## config.mk

```make
export PLATFORM = sky130hd
export DESIGN_NAME = adder_arbiter
export DESIGN_NICKNAME = d
export VERILOG_FILES = /design/src/rtl/adder_arb_pkg.sv /design/src/rtl/rr_arbiter.sv /design/src/rtl/adder_arbiter.sv
export SDC_FILE = /design/constraint.sdc
export NUM_CORES = 1
export LEC_CHECK = 0
export CORE_AREA = 4 4 157 159
export CTS_CLUSTER_DIAMETER = 120
export CTS_CLUSTER_SIZE = 40
export DETAILED_ROUTE_END_ITERATION = 10
export DIE_AREA = 0 0 161 163
export PLACE_DENSITY = 0.7
export SETUP_SLACK_MARGIN = 0.05
export SYNTH_ARGS = -nofsm -noshare
export SYNTH_HDL_FRONTEND = slang
export SYNTH_HIERARCHICAL = 1
export SYNTH_SLANG_ARGS = --single-unit
```

## constraint.sdc

```tcl
create_clock -name clk -period 1.9 [get_ports clk]
set_input_delay 0.19 -clock clk [delete_from_list [all_inputs] [get_ports clk]]
set_output_delay 0.19 -clock clk [all_outputs]
set_load 0.02 [all_outputs]
```

## src/rtl/adder_arb_pkg.sv

```systemverilog
// Shared types and default sizing for the adder arbiter slice.
package adder_arb_pkg;

    localparam int N_DEF       = 32;
    localparam int NREQ_DEF    = 4;
    localparam int LATENCY_DEF = 4;

    localparam int ID_W = (NREQ_DEF > 1) ? $clog2(NREQ_DEF) : 1;

    typedef logic [ID_W-1:0] req_id_t;

    // One slot of the tag pipeline that travels alongside the adder.
    typedef struct packed {
        logic    valid;
        req_id_t id;
    } tag_t;

    // Requester index after id, wrapping at nreq (nreq need not be a power of two).
    function automatic req_id_t next_id(input req_id_t id, input int nreq);
        if (int'(id) == nreq - 1) begin
            return '0;
        end
        return id + req_id_t'(1);
    endfunction

endpackage

```

## src/rtl/rr_arbiter.sv

```systemverilog
// Single-grant arbiter for the shared adder.
// ADDER_ARB_FIXED_PRIO_EN: when defined, lowest index always wins and the
// rotating pointer (and its clock/reset ports) disappear.
module rr_arbiter
    import adder_arb_pkg::*;
#(
    parameter int NREQ = NREQ_DEF
)
(
`ifndef ADDER_ARB_FIXED_PRIO_EN
    input  logic            clk,
    input  logic            rstn,
`endif
    input  logic [NREQ-1:0] req_valid,
    output logic [NREQ-1:0] grant,
    output req_id_t         grant_id,
    output logic            grant_any
);

`ifdef ADDER_ARB_FIXED_PRIO_EN

    // Lowest-index requester wins; scanning downwards leaves the lowest hit last.
    always_comb begin
        // NOTE: every output gets a default before any branch so no latch is inferred.
        grant     = '0;
        grant_id  = '0;
        grant_any = 1'b0;
        for (int i = NREQ - 1; i >= 0; i--) begin
            if (req_valid[i]) begin
                grant_id  = req_id_t'(i);
                grant_any = 1'b1;
            end
        end
        if (grant_any) begin
            grant[grant_id] = 1'b1;
        end
    end

`else

    req_id_t ptr;

    // Search req_valid starting at ptr; the first set bit is granted.
    always_comb begin
        int idx;
        // NOTE: every output gets a default before any branch so no latch is inferred.
        idx       = 0;
        grant     = '0;
        grant_id  = '0;
        grant_any = 1'b0;
        for (int k = 0; k < NREQ; k++) begin
            idx = int'(ptr) + k;
            if (idx >= NREQ) begin
                idx = idx - NREQ;
            end
            if (!grant_any && req_valid[idx]) begin
                grant_any = 1'b1;
                grant_id  = req_id_t'(idx);
            end
        end
        if (grant_any) begin
            grant[grant_id] = 1'b1;
        end
    end

    // Pointer moves just past the winner on a transfer and holds otherwise.
    always_ff @(posedge clk or negedge rstn) begin
        // NOTE: state registers use non-blocking assignment so all flops update together.
        if (!rstn) begin
            ptr <= '0;
        end else if (grant_any) begin
            ptr <= next_id(grant_id, NREQ);
        end
    end

`endif

endmodule

```

## src/rtl/adder_arbiter.sv

```systemverilog
// Shares one fixed-latency pipelined adder among NREQ requesters: one
// valid/ready transfer per cycle, operands registered into the adder, the
// requester id carried in a tag pipeline, and the sum steered back on return.
// ADDER_ARB_FIXED_PRIO_EN: selects fixed priority (lowest index) in the arbiter.
module adder_arbiter
    import adder_arb_pkg::*;
#(
    parameter int N       = N_DEF,
    parameter int NREQ    = NREQ_DEF,
    parameter int LATENCY = LATENCY_DEF
)
(
    input  logic                     clk,
    input  logic                     rstn,
    input  logic [NREQ-1:0]          req_valid,
    output logic [NREQ-1:0]          req_ready,
    input  logic [NREQ-1:0][N-1:0]   req_a,
    input  logic [NREQ-1:0][N-1:0]   req_b,
    input  logic [NREQ-1:0]          req_cin,
    output logic [N-1:0]             add_a,
    output logic [N-1:0]             add_b,
    output logic                     add_cin,
    output logic                     add_valid_in,
    input  logic [N-1:0]             add_s,
    input  logic                     add_cout,
    input  logic                     add_valid_out,
    output logic [NREQ-1:0]          rsp_valid,
    output logic [N-1:0]             rsp_sum,
    output logic                     rsp_cout,
    output logic                     busy,
    output logic                     err
);

    logic [NREQ-1:0] grant;
    req_id_t         grant_id;
    logic            xfer;
    req_id_t         issue_id;
    tag_t            tag_q [LATENCY];
    tag_t            tail;
    logic            tag_any;
    logic            ret_ok;

    rr_arbiter #(.NREQ(NREQ)) u_arb (
`ifndef ADDER_ARB_FIXED_PRIO_EN
        .clk       (clk),
        .rstn      (rstn),
`endif
        .req_valid (req_valid),
        .grant     (grant),
        .grant_id  (grant_id),
        .grant_any (xfer)
    );

    // Grant is only ever raised on a valid requester, so a grant is a transfer.
    assign req_ready = grant;

    // Issue stage: capture the winner's operands; hold them when idle.
    always_ff @(posedge clk or negedge rstn) begin
        if (!rstn) begin
            add_a        <= '0;
            add_b        <= '0;
            add_cin      <= 1'b0;
            add_valid_in <= 1'b0;
            issue_id     <= '0;
        end else begin
            add_valid_in <= xfer;
            if (xfer) begin
                add_a    <= req_a[grant_id];
                add_b    <= req_b[grant_id];
                add_cin  <= req_cin[grant_id];
                issue_id <= grant_id;
            end
        end
    end

    // Tag pipeline: same depth as the adder so the tail lines up with add_valid_out.
    always_ff @(posedge clk or negedge rstn) begin
        if (!rstn) begin
            // NOTE: this array is reset because its valid bits are control state;
            // leaving it unreset would let stale tags return after a mid-flight reset.
            for (int i = 0; i < LATENCY; i++) begin
                tag_q[i] <= '0;
            end
        end else begin
            tag_q[0] <= tag_t'{valid: add_valid_in, id: issue_id};
            for (int i = 1; i < LATENCY; i++) begin
                tag_q[i] <= tag_q[i-1];
            end
        end
    end

    assign tail   = tag_q[LATENCY-1];
    assign ret_ok = add_valid_out & tail.valid;

    // Return stage: strobe the owner of the emerging result; hold data when idle.
    always_ff @(posedge clk or negedge rstn) begin
        if (!rstn) begin
            rsp_valid <= '0;
            rsp_sum   <= '0;
            rsp_cout  <= 1'b0;
        end else begin
            rsp_valid <= '0;
            if (ret_ok) begin
                rsp_valid[tail.id] <= 1'b1;
                rsp_sum            <= add_s;
                rsp_cout           <= add_cout;
            end
        end
    end

    // Sticky error when the adder's valid and our tag pipeline disagree.
    always_ff @(posedge clk or negedge rstn) begin
        if (!rstn) begin
            err <= 1'b0;
        end else if (add_valid_out != tail.valid) begin
            err <= 1'b1;
        end
    end

    // Any operation still in the issue register, the tag pipeline or the return strobe.
    always_comb begin
        tag_any = 1'b0;
        for (int i = 0; i < LATENCY; i++) begin
            tag_any = tag_any | tag_q[i].valid;
        end
    end

    assign busy = add_valid_in | tag_any | (|rsp_valid);

endmodule

```

Yosys cells after proc, flatten, opt, wreduce, memory -nomap -nowiden
Index checks and enable logic that the tools add are counted.
{ "totals": {"ff_bits": 120, "word_cells": 95, "output_inout_bits": 109, "in_bits": 300} }
{ "op_classes": {"magnitude_cmp": 12, "mux": 40, "add_sub_neg": 8, "n_bitwise": 6, "n_eq_ne": 2, "reduce_logical": 9} }
{ "op_table": {"columns": ["operator", "count"], "rows": [
  ["$mux 32", 6],
  ["$bmux 32 s2", 2],
  ["$lt 32x4->1 const B", 4],
  ["$ge 32x4->1 const B", 3],
  ["$sub 32x4->32 const B", 3],
  ["$mux 1", 17],
  ["$mux 2", 6],
  ["$bmux 1 s2", 5],
  ["$mux 4", 2],
  ["$add 2x2->3 const B", 2],
  ["$lt 2x3->1 const B", 2],
  ["$logic_and 1x1->1", 5],
  ["$or 1x1->1", 5],
  ["$demux 1 s2", 2],
  ["$ge 2x1->1 const B", 2],
  ["$reduce_or 4->1", 1],
  ["$sub 2x3->4 const B", 1],
  ["$add 2x1->3 const B", 1],
  ["$ge 2x3->1 const B", 1],
  ["$logic_not 1->1", 3],
  ["$add 2x1->2 const B", 1],
  ["$eq 2x1->1 const B", 1],
  ["$and 1x1->1", 1],
  ["$ne 1x1->1", 1]
]} }

Depth between registers and ports, before layout
Gate-level depths: netlist (run 1).
{ "depth": {"depth_word": 20, "ltp_mapped": 9, "mapped_depth_nobuf": 5} }

By module
The synthesis (run 1) kept the hierarchy.
{ "modules_own_cells": {"columns": ["module", "seq_area_each_um2", "instances", "cells_each", "area_each_um2"], "rows": [
  ["adder_arbiter", 2952.8, 1, 467, 6105.9],
  ["rr_arbiter", 50.0, 1, 28, 274.0]
]} }

Worst setup path after synthesis (run 1)
No wires, ideal clock.
{ "synth_path": {"path_kind": "register to register", "start": "reg u_arb.ptr[1]", "end": "reg add_a[18]", "t_required_ns": 1.758, "synth_period_minus_slack_ns": 1.821, "arrival_time_ns": 1.678, "stages_incl_launch_ff": 10, "slack_ns": 0.079, "path_cell_list": "dfrtp_1 > buf_2 > mux2i_1 > a21oi_1 > o21a_1 > buf_6 > buf_12 > buf_12 > mux2i_1 > o221ai_1"} }
{ "synth_between": {"elab_chain_cells": 17} }
{ "synth_rtl": {"columns": ["item", "line_no", "text"], "rows": [
  ["from (decl)", "rr_arbiter.sv:41", "req_id_t ptr;"],
  ["from (signal assigned)", "rr_arbiter.sv:72", "ptr <= next_id(grant_id, NREQ);"],
  ["branches (longest 14 deep; another with $sub 32x4->32)", null, null],
  ["$mux 2 *", "rr_arbiter.sv:56", "if (!grant_any && req_valid[idx]) begin"],
  ["via grant_id[0]", "adder_arbiter.sv:35", "req_id_t grant_id;"],
  ["$bmux 32 s2 *", "adder_arbiter.sv:68", "add_a <= req_a[grant_id];"],
  ["$mux 32 (not written as such) *", "adder_arbiter.sv:68", null],
  ["to (signal assigned)", "adder_arbiter.sv:68", null],
  ["to (decl)", "adder_arbiter.sv:20", "output logic [N-1:0] add_a,"]
]} }
Mark *: on every way through the listed nets, which the timed path passes. The select of a mux whose other input is x is not followed.
A chain may end at the register's enable or synchronous reset.

Final worst setup path (run 1)
{ "layout_path": {"start": "reg u_arb.ptr[1]", "end": "out req_ready[2]"} }
{ "layout_between": {"elab_chain_cells": 20} }
{ "layout_rtl": {"columns": ["item", "line_no", "text"], "rows": [
  ["branches (longest 14 deep; another with $sub 32x4->32)", null, null],
  ["$mux 2 *", "rr_arbiter.sv:56", null],
  ["via grant_id[1]", "adder_arbiter.sv:35", null],
  ["$lt 2x3->1 (not written as such) or $ge 2x1->1 (tied branches)", "rr_arbiter.sv:62", "grant[grant_id] = 1'b1;"],
  ["$logic_and 1x1->1 (not written as such)", "rr_arbiter.sv:62", null],
  ["$mux 1 (not written as such)", "rr_arbiter.sv:62", null],
  ["$demux 1 s2 *", null, null],
  ["$mux 4 *", "rr_arbiter.sv:61", "if (grant_any) begin"],
  ["to (decl)", "adder_arbiter.sv:16", "output logic [NREQ-1:0] req_ready,"]
]} }
Marked as above.

==> results of run 1 <==
-- power by group through the flow --
stage                     Sequential [mW]  Clock, mW  Combinational [mW]
after global routing                 4.02       3.56                8.14
after detailed placement             3.94          0                6.65
after global placement               3.91          0                6.60
after CTS                            3.91       3.44                7.63
after floorplan                      4.79          0                2.80
final                                3.91       3.34                7.71
-- through the flow --
stage	power (mW)	TNS (ps)	cell area [um2]	utilization [%]
2_1_floorplan	7.59	0	6380	-
3_5_place_dp	10.6	-28150	10900	46.7
4_1_cts	15.0	-1870	12000	51.5
5_1_grt	15.7	-9520	12100	52.1
6_report	15.0	-3960	12100	52.1
3_3_place_gp	10.5	-26210	10900	46.7
-- area by class of cell --
class | instances | area, um2
antenna | 1 | 2.50
clock buffer | 17 | 425
clock inverter | 15 | 184
fill | 2081 | 11100
inverter | 3 | 11.3
multi-input combinational | 331 | 3210
sequential | 120 | 3000
tap | 319 | 399
timing repair buffer | 460 | 4880
-- worst min-delay path by stage --
stage                     start         to  slack [ps]  cells past startpoint
after floorplan            rstn   add_a[0]        -110                      0
after global placement     rstn  add_b[30]         110                      1
after detailed placement   rstn  add_b[30]         110                      1
after CTS                  rstn  add_b[30]         210                      2
after global routing       rstn  add_a[10]         230                      2
final                      rstn  add_a[10]         210                      2
-- layer usage --
metal  GRT usage [%]  up-vias  wire length (um)
li1                -     2754                 -
met1            20.1     2847              9290
met2            31.9      282             12300
met3            6.28       18              2080
met4            4.77        0               338
met5               0        -                 0
-- what timing repair did --
| action | CTS | global route |
|---|---|---|
| pin swaps | 36 | 22 |
| hold buffers | 1 | 0 |
| endpoints found under the hold margin | 20 | 0 |
| setup buffers | 9 | 2 |
| resized for setup | 93 | 38 |
| cloned | 5 | 0 |
| setup endpoints to repair | 69 | 70 |
-- state kept, by name, summed over array words and instances, names as in the netlist --
signal        count
add_a            32
add_b            32
add_cin           1
add_valid_in      1
err               1
issue_id          2
rsp_cout          1
rsp_sum          32
rsp_valid         4
tag_q            12
u_arb/ptr         2
-- Yosys cell counts --
cell	n
mux2i_1	131
dfrtp_1	120
nand2b_1	66
o221ai_1	65
mux2_2	34
buf_2	12
clkbuf_1	11
buf_12	10
ha_1	5
and2b_2	4
bufbuf_8	4
a21oi_1	3
buf_4	3
inv_1	3
nand2_1	2
nor2_1	2
nor3b_1	2
o21a_1	2
o21ai_0	2
a21boi_0	1
a2bb2oi_1	1
and3_1	1
and3b_1	1
buf_6	1
mux2_4	1
nand3_1	1
nor3_1	1
nor4_1	1
nor4_4	1
o21ai_1	1
o22a_2	1
o22ai_1	1
or2_2	1
-- placed cells by master (no fill, tap or decap), types with 4 or more instances in the layout --
cell type / count
mux2_2: 34
o221ai_1: 56
nand2b_1: 65
inv_6: 6
buf_16: 5
buf_12: 15
clkdlybuf4s50_1: 402
mux2i_4: 5
buf_4: 15
buf_6: 6
buf_8: 15
and2b_2: 4
mux2i_1: 108
mux2i_2: 18
clkbuf_16: 17
o221ai_2: 9
dfrtp_1: 119
-- critical path, cell delays in order (launching register included) --
cell and delay [ps]:
dfrtp_2 420, a21oi_2 70, o21a_1 210, o22a_2 260, ha_2 180, and2b_2 190
buf_6 130
-- logic make-up after synthesis --
kind of cell             Yosys count  share of synthesized area [%]
AND/OR/NAND/NOR                   83                           8.41
flip-flops                       120                           47.1
buffers and inverters             44                           6.61
AO/OA/AOI/OAI                     77                           10.1
multiplexers                     166                           26.8
adder cells (fa/ha/maj)            5                          0.981
==> results_dict.tcl, run 1 <==
set metrics [dict create \
    status "finished, violations left" \
    violations "negative setup slack" \
    yosys-top-cells-area "dfrtp_1, mux2i_1, o221ai_1" \
    cp-end-kind "output port" \
    gp_congestion 0.790 \
    cts_root_buf "clkbuf_16" \
    cts_tree "built" \
    layout_setup_ws_ps -150 \
    setup_viol 66 \
    drive_gt1_share_pct 18.9 \
    routedWlPerCell_um 19.0 \
    grt_setup_unrepaired "true" \
    start_kind "flop" \
    cts.sinks 120 \
    syn_avg_cell_area_um2 12.9 \
    switching_share_pct 35.7 \
    synthCells 495 \
    numPortBuffers 408 \
    finalMaxSlewViolations 0 \
    critPathRequiredTime_ps 1710 \
    r2r_start "u_arb/ptr[1]" \
    ios 409 \
    synthesis.area_um2 6380 \
    vias_per_cell 4.66 \
    reg2reg_slack_ps -120 \
    placedCellCount 1219 \
    clk_pin_slew_worst_paths_ps 70 \
    synth_top_area_cell "dfrtp_1" \
    die_w_um 161 \
    ant_nets 0 \
    max_clock_freq_mhz 488 \
    post-place-ws_ps -544 \
    hold_viol_final 0 \
    critPathLaunch "u_arb/ptr[1]" \
    min_period_over_period_pct 108 \
    die_h_um 163 \
    ys_ff_latch 120 \
    grt_start_max_net_pins 43 \
    fin_cells 1266 \
    slew_headroom_pct 74.7 \
    critPathArrivalTime_ps 1860 \
    rows 56 \
    power_leakage_nw 4.88 \
    fp.dieArea_um2 26200 \
    yosysUniqueCellTypes 33 \
    power.density_nw_per_um2 1230 \
    holdWs_ps 214 \
    p_clk_share_pct 22.3 \
    insertion_delay_ps 410 \
    reg2regPathDepth 8 \
    p_sw_mw 5.33 \
    route.detailed.drc 0 \
    vias 5901 \
    grtUsageTotal_pct 17.8 \
    place_hpwl_mm 18.0 \
    htreeDepth 4 \
    synthesis.nets 800 \
    drt_iter0_drc 227 \
    intPower_mw 9.63 \
    fin_nets 1238 \
    synthToLayoutAreaGrowth_pct 90.0 \
    comb_power_share_pct 51.5 \
    dr.pass1.iters 4 \
    path_max_fanout 5 \
    clock_skew_ps 7.76 \
    antenna_found_initial 1 \
    synth_top_cell_area_share_pct 47.1 \
    cts_made_buffers 17 \
    maxCapViolations 0 \
    worst_pin_slew_ps 380 \
    grt_pass1_wl_mm 36.2 \
    coreArea_um2 23300 \
    r2r_end "add_b[27]" \
    vdd_drop_max_mv 0.645 \
    finalWirelength_mm 24.0 \
    seqPwrFrac_pct 26.1 \
    grt_pass1_vias 6340 \
    clock_path_buffers 2 \
    hold_class "in2async" \
    criticalPathCategory "reg2out" \
    yosysSeqAreaShare_pct 47.1 \
    fin_crit_ps 2050 \
    grt_overflow 0 \
    critPathCapture "req_ready[2]" \
    yosys_warnings 6 \
    start_util_pct 27.4 \
]
Note: power is estimated with default switching activity, not from simulation.
==> run 2: changes to the inputs <==
- CAP_MARGIN: unset -> 0
==> results of run 2 <==
Final layout, timing and power as in run 1 (identical DEF).
==> run 3: changes to the inputs <==
- HOLD_SLACK_MARGIN: unset -> 0.06
==> results of run 3 <==
Final layout, timing and power as in run 1 (identical DEF).
